## config.mk

```make
export PLATFORM = sky130hd
export DESIGN_NAME = coincidence_auto_aligner
export DESIGN_NICKNAME = d
export VERILOG_FILES = /design/src/rtl/coincidence_auto_aligner.sv
export SDC_FILE = /design/constraint.sdc
export NUM_CORES = 1
export LEC_CHECK = 0
export ABC_AREA = 0
export BUFFER_PORTS_ARGS = -buffer_cell sky130_fd_sc_hd__buf_2
export CAP_MARGIN = 20
export CORE_ASPECT_RATIO = 0.8
export CORE_MARGIN = 1.5
export CORE_UTILIZATION = 35
export CTS_CLUSTER_DIAMETER = 80
export DETAILED_ROUTE_END_ITERATION = 16
export PLACE_DENSITY = 0.53
export SYNTH_ARGS = -nofsm -noshare
export SYNTH_HDL_FRONTEND = slang
export SYNTH_SLANG_ARGS = --single-unit
export TNS_END_PERCENT = 100
```

## constraint.sdc

```tcl
create_clock -name sysClk -period 4.22 [get_ports sysClk]
set_clock_uncertainty 0.2 [all_clocks]
set_input_delay 0.422 -clock sysClk [delete_from_list [all_inputs] [get_ports sysClk]]
set_output_delay 0.422 -clock sysClk [all_outputs]
set_load 0.005 [all_outputs]
```

## src/rtl/coincidence_auto_aligner.sv

```systemverilog
//------------------------------------------------------------------------------
// coincidence_auto_aligner
//
// Aligns one coincidence recorder automatically. The sequencer:
//   1. Issues the acquisition command.
//   2. Polls the recorder busy bit.
//   3. Reads the histogram of one channel.
//   4. Finds the first circular rising edge.
//   5. Reports the realignment offset.
// With COINCIDENCE_AUTO_APPLY_EN defined, a successful scan also writes the
// realign command to the recorder. Without it, the offset is only reported.
//
// Ports
//   sysClk        system clock, rising edge
//   sysReset_n    asynchronous active-low reset
//   start         one-cycle request, sampled only in IDLE
//   abort         return to IDLE at the next edge from any state
//   channel       channel to scan, latched on start
//   busy          high in every state except IDLE
//   done          one-cycle completion pulse (success or failure)
//   error         0 ok, 1 no edge, 2 acquisition timeout, 3 bad channel
//   edgeCount     rising edges found, saturating at 255
//   edgeAddr      address of the first rising edge
//   offset        (edgeAddr - EDGE_BACKOFF) mod N
//   recCsrStrobe  recorder CSR write strobe
//   recGPIO_OUT   recorder CSR write data
//   recCsr        recorder CSR readback
//
// Recorder handshake: recCsrStrobe is high for exactly one cycle per command.
// recGPIO_OUT carries the command in that same cycle and holds otherwise.
// There is no ready signal. The recorder always accepts a strobe, and its
// answer on recCsr is valid READ_LATENCY cycles later.
//------------------------------------------------------------------------------
`timescale 1ns/1ps
module coincidence_auto_aligner #(
    parameter int CHANNEL_COUNT               = 2,
    parameter int SAMPLE_CLKS_PER_COINCIDENCE = 400,
    parameter int DATA_WIDTH                  = 3,
    parameter int THRESHOLD                   = 1,
    parameter int EDGE_BACKOFF                = 2,
    parameter int READ_LATENCY                = 16,
    parameter int ACQ_TIMEOUT                 = 65535
) (
    input  logic        sysClk,
    input  logic        sysReset_n,
    input  logic        start,
    input  logic        abort,
    input  logic [7:0]  channel,
    output logic        busy,
    output logic        done,
    output logic [1:0]  error,
    output logic [7:0]  edgeCount,
    output logic [23:0] edgeAddr,
    output logic [23:0] offset,
    output logic        recCsrStrobe,
    output logic [31:0] recGPIO_OUT,
    input  logic [31:0] recCsr
);

    localparam logic [23:0] LAST_ADDR = 24'(SAMPLE_CLKS_PER_COINCIDENCE - 1);
    localparam logic [24:0] N25       = 25'(SAMPLE_CLKS_PER_COINCIDENCE);
    localparam logic [24:0] BACKOFF25 = 25'(EDGE_BACKOFF);
    localparam int          WAIT_W    = $clog2(READ_LATENCY) + 1;
    localparam logic [WAIT_W-1:0] WAIT_LAST = WAIT_W'(READ_LATENCY - 1);
    localparam int          POLL_W    = $clog2(ACQ_TIMEOUT) + 1;
    localparam logic [POLL_W-1:0] POLL_LAST = POLL_W'(ACQ_TIMEOUT - 1);
    localparam logic [DATA_WIDTH-1:0] THRESH = DATA_WIDTH'(THRESHOLD);

    typedef enum logic [3:0] {
        IDLE,
        ACQ_CMD,
        ACQ_WAIT,
        ACQ_POLL,
        RD_CMD,
        RD_WAIT,
        EVAL,
`ifdef COINCIDENCE_AUTO_APPLY_EN
        APPLY,
`endif
        DONE
    } alignerState;

    alignerState       state;
    logic [7:0]        chanReg;
    logic [23:0]       addr;
    logic              seeding;   // current read is the N-1 seed read
    logic              prevHigh;
    logic [WAIT_W-1:0] waitCnt;
    logic [POLL_W-1:0] pollCnt;

    // Evaluation of the bin currently presented on recCsr.
    logic        binHigh;
    logic        risingEdge;
    logic [7:0]  edgeCountNext;
    logic [23:0] edgeAddrNext;
    logic [24:0] offsetWide;
    logic [23:0] offsetNext;

    always_comb begin
        binHigh       = (recCsr[DATA_WIDTH-1:0] >= THRESH);
        risingEdge    = binHigh && !prevHigh && !seeding;
        edgeCountNext = edgeCount;
        edgeAddrNext  = edgeAddr;
        if (risingEdge) begin
            if (edgeCount != 8'hFF) edgeCountNext = edgeCount + 8'd1;
            if (edgeCount == 8'd0)  edgeAddrNext  = addr;
        end
        // Computed in 25 bits so that the wrap-around add cannot overflow.
        if ({1'b0, edgeAddrNext} >= BACKOFF25)
            offsetWide = {1'b0, edgeAddrNext} - BACKOFF25;
        else
            offsetWide = {1'b0, edgeAddrNext} + N25 - BACKOFF25;
        offsetNext = offsetWide[23:0];
    end

    // Readback bits between the busy flag and the bin value carry nothing we use.
    logic unusedBits;
    assign unusedBits = ^{recCsr[30:DATA_WIDTH], offsetWide[24]};

    always_ff @(posedge sysClk or negedge sysReset_n) begin
        if (!sysReset_n) begin
            state        <= IDLE;
            busy         <= 1'b0;
            done         <= 1'b0;
            error        <= 2'd0;
            edgeCount    <= 8'd0;
            edgeAddr     <= 24'd0;
            offset       <= 24'd0;
            recCsrStrobe <= 1'b0;
            recGPIO_OUT  <= 32'd0;
            chanReg      <= 8'd0;
            addr         <= 24'd0;
            seeding      <= 1'b0;
            prevHigh     <= 1'b0;
            waitCnt      <= '0;
            pollCnt      <= '0;
        end else begin
            // Strobe and done are pulses. They are re-armed only where a
            // command or completion is issued.
            recCsrStrobe <= 1'b0;
            done         <= 1'b0;
            if (abort) begin
                state <= IDLE;
                busy  <= 1'b0;
            end else begin
                case (state)
                    IDLE: begin
                        if (start) begin
                            busy <= 1'b1;
                            if (channel >= 8'(CHANNEL_COUNT)) begin
                                error <= 2'd3;
                                done  <= 1'b1;
                                state <= DONE;
                            end else begin
                                error        <= 2'd0;
                                edgeCount    <= 8'd0;
                                edgeAddr     <= 24'd0;
                                offset       <= 24'd0;
                                chanReg      <= channel;
                                recCsrStrobe <= 1'b1;
                                recGPIO_OUT  <= {1'b1, 31'h0};
                                state        <= ACQ_CMD;
                            end
                        end
                    end
                    ACQ_CMD: begin
                        waitCnt <= '0;
                        state   <= ACQ_WAIT;
                    end
                    ACQ_WAIT: begin
                        if (waitCnt == WAIT_LAST) begin
                            pollCnt <= '0;
                            state   <= ACQ_POLL;
                        end else begin
                            waitCnt <= waitCnt + WAIT_W'(1);
                        end
                    end
                    ACQ_POLL: begin
                        if (!recCsr[31]) begin
                            // Seed read of the last bin so that an edge at
                            // address 0 is seen across the wrap.
                            addr         <= LAST_ADDR;
                            seeding      <= 1'b1;
                            recCsrStrobe <= 1'b1;
                            recGPIO_OUT  <= {chanReg, LAST_ADDR};
                            state        <= RD_CMD;
                        end else if (pollCnt == POLL_LAST) begin
                            error <= 2'd2;
                            done  <= 1'b1;
                            state <= DONE;
                        end else begin
                            pollCnt <= pollCnt + POLL_W'(1);
                        end
                    end
                    RD_CMD: begin
                        waitCnt <= '0;
                        state   <= RD_WAIT;
                    end
                    RD_WAIT: begin
                        if (waitCnt == WAIT_LAST) state <= EVAL;
                        else                      waitCnt <= waitCnt + WAIT_W'(1);
                    end
                    EVAL: begin
                        prevHigh  <= binHigh;
                        edgeCount <= edgeCountNext;
                        edgeAddr  <= edgeAddrNext;
                        if (seeding) begin
                            seeding      <= 1'b0;
                            addr         <= 24'd0;
                            recCsrStrobe <= 1'b1;
                            recGPIO_OUT  <= {chanReg, 24'd0};
                            state        <= RD_CMD;
                        end else if (addr != LAST_ADDR) begin
                            addr         <= addr + 24'd1;
                            recCsrStrobe <= 1'b1;
                            recGPIO_OUT  <= {chanReg, addr + 24'd1};
                            state        <= RD_CMD;
                        end else if (edgeCountNext == 8'd0) begin
                            error <= 2'd1;
                            done  <= 1'b1;
                            state <= DONE;
                        end else begin
                            offset <= offsetNext;
`ifdef COINCIDENCE_AUTO_APPLY_EN
                            recCsrStrobe <= 1'b1;
                            recGPIO_OUT  <= {1'b0, 1'b1, 1'b0, 5'h0, offsetNext};
                            state        <= APPLY;
`else
                            done  <= 1'b1;
                            state <= DONE;
`endif
                        end
                    end
`ifdef COINCIDENCE_AUTO_APPLY_EN
                    APPLY: begin
                        done  <= 1'b1;
                        state <= DONE;
                    end
`endif
                    DONE: begin
                        busy  <= 1'b0;
                        state <= IDLE;
                    end
                    default: begin
                        busy  <= 1'b0;
                        state <= IDLE;
                    end
                endcase
            end
        end
    end

endmodule

```

## Yosys cells after proc, flatten, opt, wreduce, memory -nomap -nowiden

Cells that the tools add are included.
W data, S select, Z words.

| storage, ports and cells | value |
|---|---|
| register bits after elaboration | 153 |
| bits of input ports | 44 |
| output and inout bits | 93 |
| word-level logic and storage cells | 151 |

| cells by class | value |
|---|---|
| add/sub/neg operators | 7 |
| $lt $le $gt $ge | 3 |
| equal/unequal tests | 28 |
| mux-type cells | 69 |
| bitwise logic cells | 2 |
| reductions and logical operators | 27 |

Operator list:

| operator | count |
|---|---|
| $mux W24 | 11 |
| $mux W32 | 5 |
| $pmux W24 S2 | 3 |
| $pmux W32 S3 | 1 |
| $mux W17 | 3 |
| $sub A24 B2 Y24 const B | 2 |
| $pmux W17 S2 | 1 |
| $mux W8 | 4 |
| $pmux W4 S7 | 1 |
| $add A24 B1 Y24 const B | 1 |
| $add A24 B9 Y24 const B | 1 |
| $ge A24 B2 Y1 const B | 1 |
| $mux W4 | 6 |
| $ne A2 B2 Y1 const B | 12 |
| $ne A24 B9 Y1 const B | 1 |
| $mux W2 | 9 |
| $add A17 B1 Y17 const B | 1 |
| $eq A17 B16 Y1 const B | 1 |
| $logic_not A8 Y1 | 2 |
| $mux W1 | 16 |
| $pmux W8 S2 | 1 |
| $reduce_and A4 Y1 | 4 |
| $eq A4 B3 Y1 const B | 3 |
| $ne A3 B3 Y1 const B | 4 |
| other kinds (30) | 42 |

## Longest topological paths before layout

| logic depth | value |
|---|---|
| depth after elaboration | 11 |
| gate-level depth with buffers | 15 |

## Worst setup path before layout

OpenSTA, ideal clock, no wires.

| timing | value |
|---|---|
| path kind | register to register |
| start | register edgeCount[0] |
| end | register offset[19] |
| library setup time | 0.121 ns |
| arrival time | 3.416 ns |
| slack | 0.483 ns |
| stages on the path, launching flop included | 16 |
| buffers on the path | 2 |
| period minus slack after synthesis | 3.737 ns |
| path through | dfrtp_1 > inv_1 > ha_1 > nor4b_2 > nand4_1 > buf_2 > clkbuf_1 > mux2i_1 > ha_1 > nor3b_1 > nand4_1 > mux2i_1 > a41oi_1 > a41oi_1 > nand2_1 > a22o_1 |

| between the ends | value |
|---|---|
| longest elaborated chain between the ends | 10 |
| elaborated cells between the ends (all ways) | 19 |
| classes of those cells | add/sub (4); order compare (1); eq/ne (2); mux (9); reduce/logical (3) |

Ends and longest elaborated chain:

| what | line | source |
|---|---|---|
| start: declaration | 52 | `output logic [7:0] edgeCount,` |
| start signal: assignment | 205 | `edgeCount <= edgeCountNext;` |
| $logic_not A8 Y1 | 106 | `if (edgeCount == 8'd0) edgeAddrNext = addr;` |
| $mux W24 | 106 |  |
| $mux W24 | 104 | `if (risingEdge) begin` |
| $add A24 B9 Y24 | 112 | `offsetWide = {1'b0, edgeAddrNext} + N25 - BACKOFF25;` |
| $sub A24 B2 Y24 | 112 |  |
| $mux W24 | 109 | `if ({1'b0, edgeAddrNext} >= BACKOFF25)` |
| $mux W24 | 218 | `end else if (edgeCountNext == 8'd0) begin` |
| $mux W24 | 213 | `end else if (addr != LAST_ADDR) begin` |
| $mux W24 | 207 | `if (seeding) begin` |
| $pmux W24 S2 | 146 | `case (state)` |
| end signal: assignment | 223 | `offset <= offsetNext;` |
| end: declaration | 54 | `output logic [23:0] offset,` |

Several ways; a longest one is shown, not always the timed one. The select of a mux whose other input is x is not followed.
A chain may end at the register's enable or synchronous reset.

## Worst setup path after layout

Ends and elaborated chain as after synthesis.

==> flow_metrics.tcl <==
set metrics [dict create \
    drt_first_pass_iters 7 \
    path_class "reg -> reg" \
    max_freq_mhz 264 \
    gr-total-overflow 0 \
    ant_nets 0 \
    synth_area_um2 8710 \
    cts_tree "done" \
    critPathLaunchType "register" \
    synth-main-ff-cell "dfrtp_1" \
    io-pin-count 137 \
    synth_edf_count 0 \
    grt_max_degree 60 \
    htreeDepth 4 \
    route.detailed.drc 0 \
    final_nets 1077 \
    fin_crit_sh_pct 89.7 \
    cp.arrival_ps 3910 \
    p_per_area_nw_per_um2 591 \
    die_area_um2 25800 \
    hold_viol_final 0 \
    tightest_slew_ps 864 \
    antenna_found_initial 0 \
    hold_buffers 1 \
    via_count 7360 \
    clock_latency_ps 440 \
    vias_per_cell 5.43 \
    p_leak_nw 4.79 \
    rsz0062_at_grt "false" \
    yosys_warnings 0 \
    io_buffers 108 \
    placementRows 51 \
    drt-initial-drc-count 577 \
    finalSetupViolCount 0 \
    final_max_slew_viol_count 0 \
    layout_commonest_cell "dfrtp_1" \
    ir_drop_uv 298 \
    ys_seq_area_share_pct 43.7 \
    cts_setup_buffers 0 \
    routed_wl_um 24200 \
    cp_max_fo 8 \
    hp-class "in -> reg" \
    syn-instance-count 950 \
    clock-sinks 152 \
    synth_cell_type_count 80 \
    ys_seq_elements 152 \
    utilization_pct 41.3 \
    cap_violations 0 \
    crit_required_ps 4340 \
    async_flop_share_pct 100 \
    cts.path.max_buffers 2 \
    core_um2 24400 \
    synthToLayoutAreaGrowth_pct 15.7 \
    syn_nets 1002 \
    placed_cell_area_um2 9440 \
    cts_root_buf "clkbuf_16" \
    start_util_pct 35.7 \
    fin_tns_setup_ps 0 \
    antennaDiodeCount 0 \
    relSlewSlack_pct 41.6 \
    dp.cells 1323 \
    layout_common_cells "dfrtp_1 (152), nand2_1 (121), buf_2 (107)" \
    grtUsageTotal_pct 19.5 \
    finalPower_mw 5.95 \
    ctsResizeCount 0 \
    cts_buffers 17 \
    place_ws_ps 520 \
    final_cell_area_um2 10100 \
    instances_no_fill 1356 \
    place.gp.congestion 0.831 \
    wl_per_cell_um 17.9 \
    fin_crit_ps 3790 \
    whs_ps 24.2 \
    layout_setup_ws_ps 433 \
    grt_pass1_wl_um 39000 \
    avgSynthCellArea_um2 9.17 \
    dp.final_hpwl_um 17300 \
    clkTransAtPathRegs_ps 60 \
    die_height_um 144 \
    status "finished, final reports clean" \
    fp.dieW_um 179 \
    grt_pass1_vias 6965 \
    drive_gt1_share_pct 19.2 \
    cp-end-kind "register" \
]
kinds of logic after synthesis:
kind of cell	count (synthesis)	synth area share [%]
AO/OA/AOI/OAI	219	17.0
XOR/XNOR	47	4.73
adder cells (fa/ha/maj)	8	1.15
multiplexers	39	4.63
flip-flops	152	43.7
buffers and inverters	89	4.90
AND/OR/NAND/NOR	396	23.9
flip-flops by register name, indices dropped and copies added, names as in the netlist:
name          flops
done              1
prevHigh          1
error             2
edgeAddr         24
seeding           1
addr             24
recGPIO_OUT      32
edgeCount         8
pollCnt          17
chanReg           8
busy              1
offset           24
recCsrStrobe      1
state             3
waitCnt           5
synth_stat cells (10+ instances only):
cell | n | area [um^2]
a21oi_1 | 34 | 170
a22o_1 | 40 | 350
and2_1 | 15 | 93.8
and3_1 | 14 | 87.6
buf_2 | 16 | 80.1
clkbuf_1 | 41 | 154
dfrtp_1 | 152 | 3800
inv_1 | 16 | 60.1
mux2i_1 | 29 | 290
nand2_1 | 121 | 454
nand3_1 | 34 | 170
nand4_1 | 28 | 175
nor2_1 | 67 | 251
nor2b_1 | 15 | 93.8
nor3_1 | 32 | 160
nor4_1 | 12 | 75.1
o21ai_0 | 64 | 320
o22ai_1 | 17 | 106
o31ai_1 | 10 | 75.1
xnor2_1 | 19 | 166
xor2_1 | 28 | 245
layout make-up:
class,instances,area [um^2]
Clock buffer,18,429
Clock inverter,14,198
Fill cell,2452,14300
Inverter,17,63.8
Multi-Input combinational cell,709,4490
Sequential cell,152,3800
Tap cell,318,398
Timing Repair Buffer,128,699
path summary, 6_finish.rpt:
kind | from | to | slack (ps) | cells past startpoint
min in group asynchronous | sysReset_n | addr[21]$_DFFE_PN0P_ | 320 | 2
hold reg to reg | recGPIO_OUT[10]$_DFFE_PN0P_ | recGPIO_OUT[10]$_DFFE_PN0P_ | 280 | 2
setup / recovery | edgeCount[0]$_DFFE_PN0P_ | offset[19]$_DFFE_PN0P_ | 430 | 14
max in group asynchronous | sysReset_n | offset[0]$_DFFE_PN0P_ | 2600 | 3
hold / removal | channel[0] | chanReg[0]$_DFFE_PN0P_ | 20 | 2
setup reg to reg | edgeCount[0]$_DFFE_PN0P_ | offset[19]$_DFFE_PN0P_ | 430 | 14
report_power, final:
part | total, mW | internal [mW] | switching, mW
sequential | 2.04 | 1.70 | 0.347
combinational | 2.24 | 0.955 | 1.29
clock | 1.66 | 0.994 | 0.670
routing by layer:
layer / routed length, um / global-route usage [%] / vias up
li1: - / - / 3578
met1: 12600 / 29.4 / 3602
met2: 10300 / 28.3 / 164
met3: 1070 / 4.18 / 16
met4: 223 / 4.65 / 0
met5: 0 / 0 / -
critical path: stages (launching register included):
cell,delay (ps)
dfrtp_1,460
inv_1,130
ha_1,160
nor4b_2,270
nand4_1,330
mux2i_1,350
ha_1,290
nor3b_1,350
nand4_1,150
mux2i_1,190
buf_4,180
a41oi_1,130
a41oi_1,210
nand2_1,80
a22o_1,190
Note: power is estimated with default switching activity, not from simulation.
